### src/rtl/lane_traffic_engine.sv
`default_nettype none
// ============================================================================
// Module      : lane_traffic_engine
// Description : Car-lane traffic core for the frog game. Moves N_LANES cars with
//               wrap-around, detects player/car overlap and freezes after a hit.
// Revision    : 1.0 - initial release
// ============================================================================
module lane_traffic_engine #(
   parameter int N_LANES    = 6,
   parameter int X_W        = 10,
   parameter int SCREEN_W   = 640,
   parameter int CAR_W      = 32,
   parameter int PLAYER_W   = 16,
   parameter int START_STEP = 100,
   parameter int MAX_LEVEL  = 7,
   parameter int HIT_FRAMES = 3,
   parameter int LVL_W      = $clog2(MAX_LEVEL + 1)
) (
   input  logic                   CLK,
   input  logic                   RST,
   input  logic                   frame_tick,
   input  logic                   game_reset,
   input  logic                   level_up,
   input  logic [3:0]             player_lane,
   input  logic [X_W-1:0]         player_x,
   output logic [N_LANES*X_W-1:0] car_x,
   output logic                   collision,
   output logic                   frozen,
   output logic [LVL_W-1:0]       level
);

   localparam int HC_W = $clog2(HIT_FRAMES + 1);

   typedef enum logic [1:0] {
      S_RUN   = 2'd0,
      S_CHECK = 2'd1,
      S_HIT   = 2'd2
   } state_t;

   state_t                       state_q, state_d;
   logic [N_LANES-1:0][X_W-1:0]  car_x_q, car_x_d;
   logic [N_LANES-1:0][1:0]      div_cnt_q, div_cnt_d;
   logic [LVL_W-1:0]             level_q, level_d;
   logic [HC_W-1:0]              hit_cnt_q, hit_cnt_d;
   logic                         collision_q, collision_d;
   logic                         w_hit;
   logic [X_W-1:0]               w_step;

   function automatic logic [X_W-1:0] init_x(input int i);
      return X_W'((i * START_STEP) % SCREEN_W);
   endfunction

   // Lane period is (i%3)+1 ticks, so the divider terminal count is i%3.
   function automatic logic [1:0] div_last(input int i);
      return 2'(i % 3);
   endfunction

   function automatic logic [X_W-1:0] move_x(input logic [X_W-1:0] x,
                                             input logic [X_W-1:0] s,
                                             input logic           right);
      logic [X_W:0] sum;
      if (right) begin
         sum = {1'b0, x} + {1'b0, s};
         if (sum >= (X_W+1)'(SCREEN_W))
            sum = sum - (X_W+1)'(SCREEN_W);
      end else begin
         if (x < s)
            sum = {1'b0, x} + (X_W+1)'(SCREEN_W) - {1'b0, s};
         else
            sum = {1'b0, x} - {1'b0, s};
      end
      return X_W'(sum);
   endfunction

   assign w_step = X_W'(level_q) + X_W'(1);

   // Plain unsigned overlap on X_W+1 bits; a car straddling the wrap edge is
   // only seen at its unwrapped position.
   always_comb begin
      w_hit = 1'b0;
      for (int i = 0; i < N_LANES; i++) begin
         if ((player_lane == 4'(i + 1)) &&
             (({1'b0, player_x} + (X_W+1)'(PLAYER_W)) > {1'b0, car_x_q[i]}) &&
             ({1'b0, player_x} < ({1'b0, car_x_q[i]} + (X_W+1)'(CAR_W))))
            w_hit = 1'b1;
      end
   end

   always_comb begin
      state_d     = state_q;
      car_x_d     = car_x_q;
      div_cnt_d   = div_cnt_q;
      level_d     = level_q;
      hit_cnt_d   = hit_cnt_q;
      collision_d = 1'b0;

      if (game_reset) begin
         state_d   = S_RUN;
         level_d   = '0;
         hit_cnt_d = '0;
         for (int i = 0; i < N_LANES; i++) begin
            car_x_d[i]   = init_x(i);
            div_cnt_d[i] = 2'd0;
         end
      end else begin
         if (level_up && (level_q != LVL_W'(MAX_LEVEL)))
            level_d = level_q + LVL_W'(1);

         unique case (state_q)
            S_RUN: begin
               if (frame_tick) begin
                  for (int i = 0; i < N_LANES; i++) begin
                     if (div_cnt_q[i] == div_last(i)) begin
                        car_x_d[i]   = move_x(car_x_q[i], w_step, (i % 2) == 0);
                        div_cnt_d[i] = 2'd0;
                     end else begin
                        div_cnt_d[i] = div_cnt_q[i] + 2'd1;
                     end
                  end
                  state_d = S_CHECK;
               end
            end
            S_CHECK: begin
               if (w_hit) begin
                  collision_d = 1'b1;
                  hit_cnt_d   = HC_W'(HIT_FRAMES);
                  state_d     = S_HIT;
               end else begin
                  state_d = S_RUN;
               end
            end
            S_HIT: begin
               if (frame_tick) begin
                  hit_cnt_d = hit_cnt_q - HC_W'(1);
                  if (hit_cnt_q == HC_W'(1))
                     state_d = S_RUN;
               end
            end
            default: state_d = S_RUN;
         endcase
      end
   end

   always_ff @(posedge CLK or posedge RST) begin
      if (RST) begin
         state_q     <= S_RUN;
         level_q     <= '0;
         hit_cnt_q   <= '0;
         collision_q <= 1'b0;
         for (int i = 0; i < N_LANES; i++) begin
            car_x_q[i]   <= init_x(i);
            div_cnt_q[i] <= 2'd0;
         end
      end else begin
         state_q     <= state_d;
         car_x_q     <= car_x_d;
         div_cnt_q   <= div_cnt_d;
         level_q     <= level_d;
         hit_cnt_q   <= hit_cnt_d;
         collision_q <= collision_d;
      end
   end

   assign car_x     = car_x_q;
   assign collision = collision_q;
   assign frozen    = (state_q == S_HIT);
   assign level     = level_q;

endmodule
`default_nettype wire

### config.mk
export PLATFORM = sky130hd
export DESIGN_NAME = lane_traffic_engine
export DESIGN_NICKNAME = d
export VERILOG_FILES = /design/src/rtl/lane_traffic_engine.sv
export SDC_FILE = /design/constraint.sdc
export NUM_CORES = 1
export LEC_CHECK = 0
export ABC_AREA = 0
export BUFFER_PORTS_ARGS = -buffer_cell sky130_fd_sc_hd__buf_2
export CORE_AREA = 2 2 146 177
export DETAILED_ROUTE_END_ITERATION = 8
export DIE_AREA = 0 0 148 179
export SLEW_MARGIN = 15
export SYNTH_ARGS = -nofsm -noshare
export SYNTH_HDL_FRONTEND = slang
export SYNTH_SLANG_ARGS = --single-unit
export TNS_END_PERCENT = 1
### constraint.sdc
create_clock -name CLK -period 9.2 [get_ports CLK]
set_input_delay 1.84 -clock CLK [delete_from_list [all_inputs] [get_ports CLK]]
set_output_delay 1.84 -clock CLK [all_outputs]
set_load 0.05 [all_outputs]
## Word level (Yosys, flattened, before mapping)

Index checks and enable logic that the tools add are counted.

| cells by class | value |
|---|---|
| $lt $le $gt $ge | 18 |
| bitwise operators | 0 |
| shifts and indexed selects | 0 |
| reduce and logical (&&, ||, !) cells | 35 |
| $mul | 0 |
| add/subtract/negate cells | 31 |
| divide/modulo/power cells | 0 |
| equality and inequality tests | 18 |
| muxes and demuxes | 45 |

Operators with widths:

| cell | number |
|---|---|
| $mux W60 | 3 |
| $mux W10 | 12 |
| $add A10 B6 Y11 const B | 6 |
| $gt A11 B10 Y1 | 6 |
| $lt A10 B11 Y1 | 6 |
| $sub A10 B4 Y10 | 6 |
| $mux W12 | 3 |
| $add A10 B4 Y11 | 3 |
| $ge A11 B10 Y1 const B | 3 |
| $add A10 B10 Y10 const B | 3 |
| $lt A10 B4 Y1 | 3 |
| $sub A10 B10 Y10 const B | 3 |
| $mux W2 | 14 |
| $reduce_and A3 Y1 | 8 |
| $reduce_bool A2 Y1 | 9 |
| $logic_and A1 B1 Y1 | 13 |
| $add A2 B1 Y2 const B | 6 |
| $eq A4 B3 Y1 const B | 3 |
| $ne A3 B3 Y1 const B | 4 |
| $add A10 B5 Y11 const B | 1 |
| $mux W1 | 9 |
| $eq A2 B1 Y1 const B | 4 |
| $eq A4 B2 Y1 const B | 2 |
| $eq A2 B2 Y1 const B | 3 |
| 11 further kinds | 14 |

| word-level totals | value |
|---|---|
| word-level logic and storage cells | 163 |
| memories | 0 |
| output and inout port bits | 65 |
| flip-flop bits (word level) | 80 |
| bits in writable memories | 0 |
| memory bits (read-only) | 0 |
| bits of input ports | 19 |
| latch bits | 0 |

## Depth between registers and ports, before layout

Gate-level depths: netlist of run 1.

| depth | value |
|---|---|
| word-level depth | 13 |
| depth in mapped cells | 15 |
| gate-level depth less buffers | 14 |

## Least setup slack after synthesis of run 1

No wires, ideal clock.

| timing path | value |
|---|---|
| kind | input port to flip-flop |
| start point | input port player_x[4] |
| end point | register hit_cnt_q[1] |
| required time | 9061 ps |
| arrival time | 4183 ps |
| slack | 4878 ps |
| path buffers | 0 |
| stages on the path | 11 |
| library setup time | 139 ps |
| path through | ha_1 -> nand3_1 -> xnor2_1 -> ha_1 -> a21o_1 -> a21oi_1 -> nand2_1 -> a2111oi_0 -> o32ai_1 -> o311ai_1 -> a21oi_1 |

| on the way | value |
|---|---|
| longest elaborated chain between the ends | 12 |
| elaborated cells on any way between the ends | 33 |
| classes of those cells | add/sub: 1; order compare: 12; eq/ne: 1; mux: 6; reduce/logical: 13 |

RTL lines:

| what | line | source |
|---|---|---|
| start, declared | 25 | `input logic [X_W-1:0] player_x,` |
| $add A10 B5 Y11 | 83 | `(({1'b0, player_x} + (X_W+1)'(PLAYER_W)) > {1'b0, car_x_q[i]}) &&` |
| $gt A11 B10 Y1 | 83 |  |
| $logic_and A1 B1 Y1 | 82 | `if ((player_lane == 4'(i + 1)) &&` |
| $logic_and A1 B1 Y1 | 83 |  |
| $mux W1 (5 in series) | 82 |  |
| $mux W1 * | 82 |  |
| $ne A3 B3 Y1 (no line) * | n/a |  |
| $reduce_and A3 Y1 (no line) * | n/a |  |
| end signal, assigned | 159 | `hit_cnt_q <= hit_cnt_d;` |
| end, declared | 44 | `logic [HC_W-1:0] hit_cnt_q, hit_cnt_d;` |

Every way passes the cells marked *; elsewhere a longest branch is shown, timed or not.
A chain may end at the register's enable or synchronous reset.

## Final worst setup path of run 1

| timing path | value |
|---|---|
| start point | input port player_x[5] |
| end point | register hit_cnt_q[1] |

The elaborated chain is that of the path after synthesis.

==> parameters.txt, run 1 <==
Parameter                              Value

Clocking
  Clock-pin slew on the worst setup and hold paths ... approximately 60 ps
  Clock H-tree levels ... 3
  CTS Buf Count ... 9
  Hold-fix buffers at CTS ... 0
  Buffers from clock root to sink, at most ... 2
  Post-CTS setup repair buffer count ... 0
  Clock latency at the later pin of the worst-skew pair ... 370 ps
  TritonCTS clock tree ... yes
  Post-cts resize count ... 0
  Cell at the root of the clock tree ... clkbuf_16
  Sink count of the clock tree ... 80

Synthesis
  Fraction of the mapped netlist area in simple logic gates ... 0.1752
  Main combinational cell family by area after synthesis ... adder cells
  Cell accounting for the most synthesized area ... ha_1
  Post-synthesis mux area share ... 0.008768
  Register bit total from synthesis ... 80
  Mapped Area ... 9275 sq um
  Average footprint of a synthesized cell ... 8.455 sq um
  Share of the synthesized netlist area taken by xor and xnor gates ... 0.06799
  Count of unique library cells instantiated by Yosys ... 75
  Synthesized instance count ... 1097
  Top FF cell, synth ... dfrtp_1
  Share of the yosys chip area belonging to registers ... 0.2184
  Count of yosys warnings during synthesis ... 0
  Top cell type's share of synthesized area ... 0.2374
  Count of flip-flops with a built-in enable after synthesis ... 0
  Syn nets ... 1307
  Largest cells by area after synthesis ... ha_1 24%, dfrtp_1 16%, xnor2_1 5.6%
  Fraction of the mapped netlist area in adder cells ... 0.2698
  Proportion of synthesized flip-flops having asynchronous set or reset ... 1.000
  Synth Area in Compound Gates ... 0.2080

Critical path
  Delay of the slowest critical-path stage ... 660 ps
  Worst reg2reg endpoint ... car_x[48]$_DFFE_PP1P_
  Count of cells along the worst register-to-register path ... 12
  Ordered list of cells on the worst path ... buf_2 -> ha_1 -> nand3_1 -> xnor2_1 -> ha_1 -> a21o_1 -> a21oi_1 -> nand2_1 -> a2111oi_0 -> o32ai_1 -> o311ai_1 -> a21oi_1
  CP Data Required Time ... between 9000 and 10000 ps
  CP max FO ... 9
  Slowest cell on the critical path ... xnor2_1
  WP data arrival ... 5220 ps
  Crit Path Category ... primary input to flop
  Type of element capturing the critical path ... flop
  Critical Path Start Type ... primary input
  Worst reg2reg startpoint ... level[0]$_DFFE_PP0P_
  Kind of cell with the highest combined delay on the critical path ... compound AO/OA/AOI/OAI gates
  Setup slack of the most critical reg-to-reg path ... 5210 ps
  WP buf/inv ... 1

Timing
  Number of pins exceeding their max-slew limit in the final report ... 0
  Final number of hold-violating endpoints ... 0
  Final setup slack of the worst path ... 4201 ps
  Worst-case headroom to the max-slew limit ... 0.3749
  Setup TNS after final layout ... 0 ps
  Time the worst path needs with I/O delays and setup ... 4999 ps
  Worst Max-Slew Pin Slew ... 933.5 ps
  Unrepaired setup endpoints after global routing ... no
  Finish-stage setup viols ... 0
  Achievable frequency ... 200.0 MHz
  Worst-case clock skew ... 6.684 ps
  Period Utilization, post-route ... 0.5434

GRT
  All-layer global routing usage ... 0.2140
  Grt total ovfl ... 0
  Number of global-route vias before repair ... 8190
  Wire length of the first global-routing pass ... 43.97 mm
  Initial antenna violation count ... 0
  Largest net degree at the start of global routing ... 81

Place
  Post-placement setup slack ... 3811 ps
  Final GP Congestion ... 0.9341
  Detailed Place HPWL ... 21.71 mm
  Input/output buffers ... between 80 and 90
  Placement Cell Area ... between 10000 and 15000 sq um

Finish
  Core occupancy in the finished layout ... 0.4160
  Share of cells above drive strength 1 ... 0.1237
  Commonest non-fill, non-tap cells in the layout ... 176 x ha_1, 104 x inv_1, 97 x a21oi_1, 83 x nand2_1, 83 x buf_2
  Most common library cell in the layout ignoring fill and taps ... ha_1
  Cell area after layout ... 10390 sq um
  Final antenna diode count ... 0
  Net total in the final layout ... 1385
  Area growth from synthesis to final layout ... 12.06%

Floorplan
  Core Region ... around 25000 sq um
  Initial core utilization ... 0.3712
  Die Area ... approximately 26000 sq um
  Horizontal die dimension ... roughly 150 um
  FP Rows ... 64
  Die height ... about 180 um
  I/O pin count ... 84

Routing
  Antenna Nets Post-Route ... 0
  Routed length per placed instance ... 18.54 um
  Remaining routing DRC violations ... 0
  Pre-antenna DRT Iters ... 5
  Total routed wirelength ... 27.99 mm
  Via count ... roughly 8500
  Violation count after the first detailed-routing iteration ... between 500 and 600
  Vias per inst ... between 5 and 6

Power
  Power share of the combinational group ... 0.435
  VDD IR-drop max ... between 0.00009 and 0.0001 V
  Leakage power of the design ... 4.804 nW
  Fraction of power consumed by the clock network ... 0.278
  Power per cell area ... 139.1 nW/um^2
  Net Switching ... between 500 and 600 uW
  Proportion of total power due to net switching ... 0.4104
  Cell-internal power ... 852.6 uW
  Sequential fraction of design power ... 0.286

Worst hold path
  Worst Hold Path Cells ... 1
  Worst Hold Launch ... div_cnt_q[2]$_DFFE_PP0P_
  Worst hold-check path type ... flop to flop
  Capture endpoint of the worst hold path ... div_cnt_q[3]$_DFFE_PP0P_

Outcome
  Status ... finished, final reports clean

Flow run
  Number of maximum-capacitance constraint violations ... 0
## final cells by class
type                    instances  area [sq um]
fillers                      2579         14590
flip-flops and latches         80          2026
clock buffers                  10         239.0
multi-input cells             890          6774
repair buffers                 89         464.2
well taps                     330         412.9
inverters                     105         395.4
clock inverters                 6         82.58
## cells by family after synthesis
kind of cell | count (synthesis)
simple gates | 330
compound gates | 289
fa+ha+maj | 191
buf+inv | 127
flops | 80
xor+xnor | 72
mux | 8
## state kept, by name, summed over array words and instances (netlist names)
| signal | count |
|---|---|
| car_x | 60 |
| div_cnt_q | 12 |
| level | 3 |
| hit_cnt_q | 2 |
| state_q | 2 |
| collision | 1 |
## Yosys cell counts (7+ instances only)
master,count
a31oi_1,13
inv_1,105
nor2b_1,13
a21o_1,15
fa_1,15
nand3_1,44
o21ai_0,43
nand4_1,18
nor2_1,77
mux2i_1,7
xor2_1,13
nand2b_1,14
dfstp_2,19
dfrtp_1,61
and3_1,19
o211ai_1,13
xnor2_1,59
nand2_1,83
o22ai_1,10
nor3_1,25
ha_1,176
clkbuf_1,17
a21oi_1,97
a211oi_1,19
## power groups by stage
stage	combinational, mW	sequential (mW)	clock [mW]
2_1_floorplan	0.401	0.477	0
3_3_place_gp	0.616	0.420	0
3_5_place_dp	0.624	0.421	0
4_1_cts	0.629	0.415	0.413
5_1_grt	0.706	0.419	0.422
6_report	0.629	0.414	0.403
## routing by layer
| layer | global-route usage | share of wire | vias to the layer above |
|---|---|---|---|
| li1 | - | - | 4137 |
| met1 | 0.2606 | 0.43 | 4076 |
| met5 | 0 | 0 | - |
| met4 | 0.09008 | 0.033 | 0 |
| met3 | 0.02901 | 0.047 | 53 |
| met2 | 0.3789 | 0.49 | 194 |
## through the flow
stage          hold slack (ps)  power [mW]  std cells
2_1_floorplan            466.3      0.8788       1097
3_3_place_gp             476.8       1.036       1494
3_5_place_dp             485.2       1.046       1494
4_1_cts                  495.4       1.457       1510
5_1_grt                  519.6       1.547       1510
6_report                 498.1       1.446       1510
## how the worst max path moves through the flow
stage                start                       end  slack, ps  cells after the start
4_1_cts        player_x[5]  hit_cnt_q[1]$_DFFE_PP0P_       4190                     12
6_report       player_x[5]  hit_cnt_q[1]$_DFFE_PP0P_       4200                     12
5_1_grt        player_x[5]    state_q[1]$_DFFE_PP0P_       3910                     12
3_3_place_gp   player_x[5]  hit_cnt_q[1]$_DFFE_PP0P_       3930                     12
3_5_place_dp   player_x[5]  hit_cnt_q[1]$_DFFE_PP0P_       3810                     12
2_1_floorplan  player_x[4]  hit_cnt_q[1]$_DFFE_PP0P_       4880                     11
Note: power is estimated with default switching activity, not from simulation.
==> run 2, diff against run 1 <==
==> constraint.sdc (replaced) <==
create_clock -name CLK -period 4.02 [get_ports CLK]
set_input_delay 0.804 -clock CLK [delete_from_list [all_inputs] [get_ports CLK]]
set_output_delay 0.804 -clock CLK [all_outputs]
set_load 0.05 [all_outputs]
==> run 2 against run 1 <==
  * Final cell count up 0.86%
  * Sequential share of layout area down 0.23 points
  * Setup slack worse by 3800 ps
  * Wire length up 0.85%
  * Via count up 1.3%
  * Combinational power up 130%
  * Count of clock-buffer cells in the layout up 1
  * First-iteration DRC count down 9.0%
  * Clock skew up 0.50 ps
  * Hold slack better by 9.6 ps
==> parameters.txt, run 2 (same netlist as run 1, synthesis figures left out) <==
Parameter                              Value

Timing
  Period Utilization, post-route ... 0.9070
  Finish-stage setup viols ... 0
  Setup TNS after final layout ... 0 ps
  Unrepaired setup endpoints after global routing ... no
  Worst-case headroom to the max-slew limit ... 0.3943
  Worst Max-Slew Pin Slew ... 902.1 ps
  Worst-case clock skew ... 7.189 ps
  Final number of hold-violating endpoints ... 0
  Number of pins exceeding their max-slew limit in the final report ... 0
  Achievable frequency ... 274.3 MHz
  Time the worst path needs with I/O delays and setup ... 3646 ps

Clocking
  Post-cts resize count ... 0
  Clock-pin slew on the worst setup and hold paths ... roughly 60 ps
  Cell at the root of the clock tree ... clkbuf_16
  Buffers from clock root to sink, at most ... 2
  Clock H-tree levels ... 3
  Hold-fix buffers at CTS ... 0
  CTS Buf Count ... 9
  Post-CTS setup repair buffer count ... 0
  Clock latency at the later pin of the worst-skew pair ... 370 ps
  TritonCTS clock tree ... yes
  Sink count of the clock tree ... 80

Floorplan
  Core Region ... 24980 sq um
  Die Area ... 26490 sq um
  Horizontal die dimension ... approximately 150 um
  Die height ... 179 um
  I/O pin count ... between 80 and 90
  Initial core utilization ... 0.3712
  FP Rows ... 64

Routing
  Antenna Nets Post-Route ... 0
  Vias per inst ... 5.626
  Remaining routing DRC violations ... 0
  Violation count after the first detailed-routing iteration ... 465
  Routed length per placed instance ... about 19 um
  Total routed wirelength ... roughly 28 mm
  Via count ... 8568
  Pre-antenna DRT Iters ... 5

GRT
  Wire length of the first global-routing pass ... approximately 45 mm
  All-layer global routing usage ... 0.2184
  Largest net degree at the start of global routing ... 45
  Initial antenna violation count ... 0
  Grt total ovfl ... 0
  Number of global-route vias before repair ... 8356

Finish
  Area growth from synthesis to final layout ... 13.37%
  Commonest non-fill, non-tap cells in the layout ... 175 x ha_1, 104 x inv_1, 97 x a21oi_1, 83 x nand2_1, 83 x buf_2
  Net total in the final layout ... 1398
  Share of cells above drive strength 1 ... 0.1333
  Flip-flop count of the largest register, all copies and words added ... 60
  Filler cells ... 2533
  Final antenna diode count ... 0
  Most common library cell in the layout ignoring fill and taps ... ha_1

Power
  Leakage power of the design ... 4.873 nW
  VDD IR-drop max ... between 0.0002 and 0.0003 V
  Power consumption ... 3.401 mW
  Power per cell area ... 323.4 nW/um^2

Flow run
  Number of maximum-capacitance constraint violations ... 0

Place
  Input/output buffers ... 83
  Final GP Congestion ... roughly 0.89
  Detailed Place HPWL ... 22.32 mm

Critical path
  Critical Path Start Type ... flop
  Type of element capturing the critical path ... flop
  Count of cells along the worst register-to-register path ... 12
  WP data arrival ... 3910 ps
  CP Data Required Time ... 4290 ps
  CP max FO ... 8
  Crit Path Category ... flop to flop

Worst hold path
  Worst hold-check path type ... flop to flop
  Worst Hold Path Cells ... 1

Outcome
  Status ... finished, final reports clean
-- run 2: area by class of cell --
type                    count  area [sq um]  area share
multi-input cells         890          6777      0.6445
flip-flops and latches     80          2026      0.1926
repair buffers            102         558.0     0.05307
well taps                 330         412.9     0.03927
inverters                 105         395.4     0.03760
clock buffers              11         242.7     0.02308
clock inverters             5         103.9    0.009876
-- run 2: metal layers --
metal  global-route usage  share of wire  up-vias
li1                     -              -     4166
met1               0.2701           0.44     4151
met2               0.3897           0.50      206
met3              0.02265          0.036       45
met4              0.08651          0.030        0
met5                    0              0        -
-- run 2: final timing paths --
kind                                          start                  endpoint  slack (ps)
max in group asynchronous                       RST     car_x[38]$_DFFE_PP1P_        2480
hold reg to reg            div_cnt_q[2]$_DFFE_PP0P_  div_cnt_q[3]$_DFFE_PP0P_         510
setup / recovery               level[0]$_DFFE_PP0P_     car_x[48]$_DFFE_PP1P_         370
hold / removal             div_cnt_q[2]$_DFFE_PP0P_  div_cnt_q[3]$_DFFE_PP0P_         510
min in group asynchronous                       RST     car_x[53]$_DFFE_PP0P_         540
setup reg to reg               level[0]$_DFFE_PP0P_     car_x[48]$_DFFE_PP1P_         370
-- run 2: power by group --
group          switching, mW  total [mW]  leakage [nW]  internal, mW
Sequential            0.0829       0.950          1.04         0.867
Clock                  0.370       0.994         0.170         0.624
Combinational          0.917        1.46          3.67         0.539
-- run 2: worst max-delay path: stages (launching register included) --
cell,delay (ps)
dfrtp_1,430
ha_1,320
inv_1,310
fa_1,560
nor2b_1,240
o221a_2,280
nand2_1,70
xnor2_1,160
ha_1,260
o31ai_4,310
mux2i_1,120
a2111oi_2,400
a31oi_1,90
-- run 2: through the flow --
step,cell area (sq um),util,cells,hold WS [ps],setup WS (ps)
after global placement,10170,0.4069,1507,488.4,251.7
after floorplan,9275,-,1097,466.3,499.8
final,10520,0.4209,1523,507.8,373.7
after detailed placement,10170,0.4069,1507,505.5,180.0
after CTS,10510,0.4208,1523,513.9,260.0
after global routing,10520,0.4209,1523,535.2,76.92
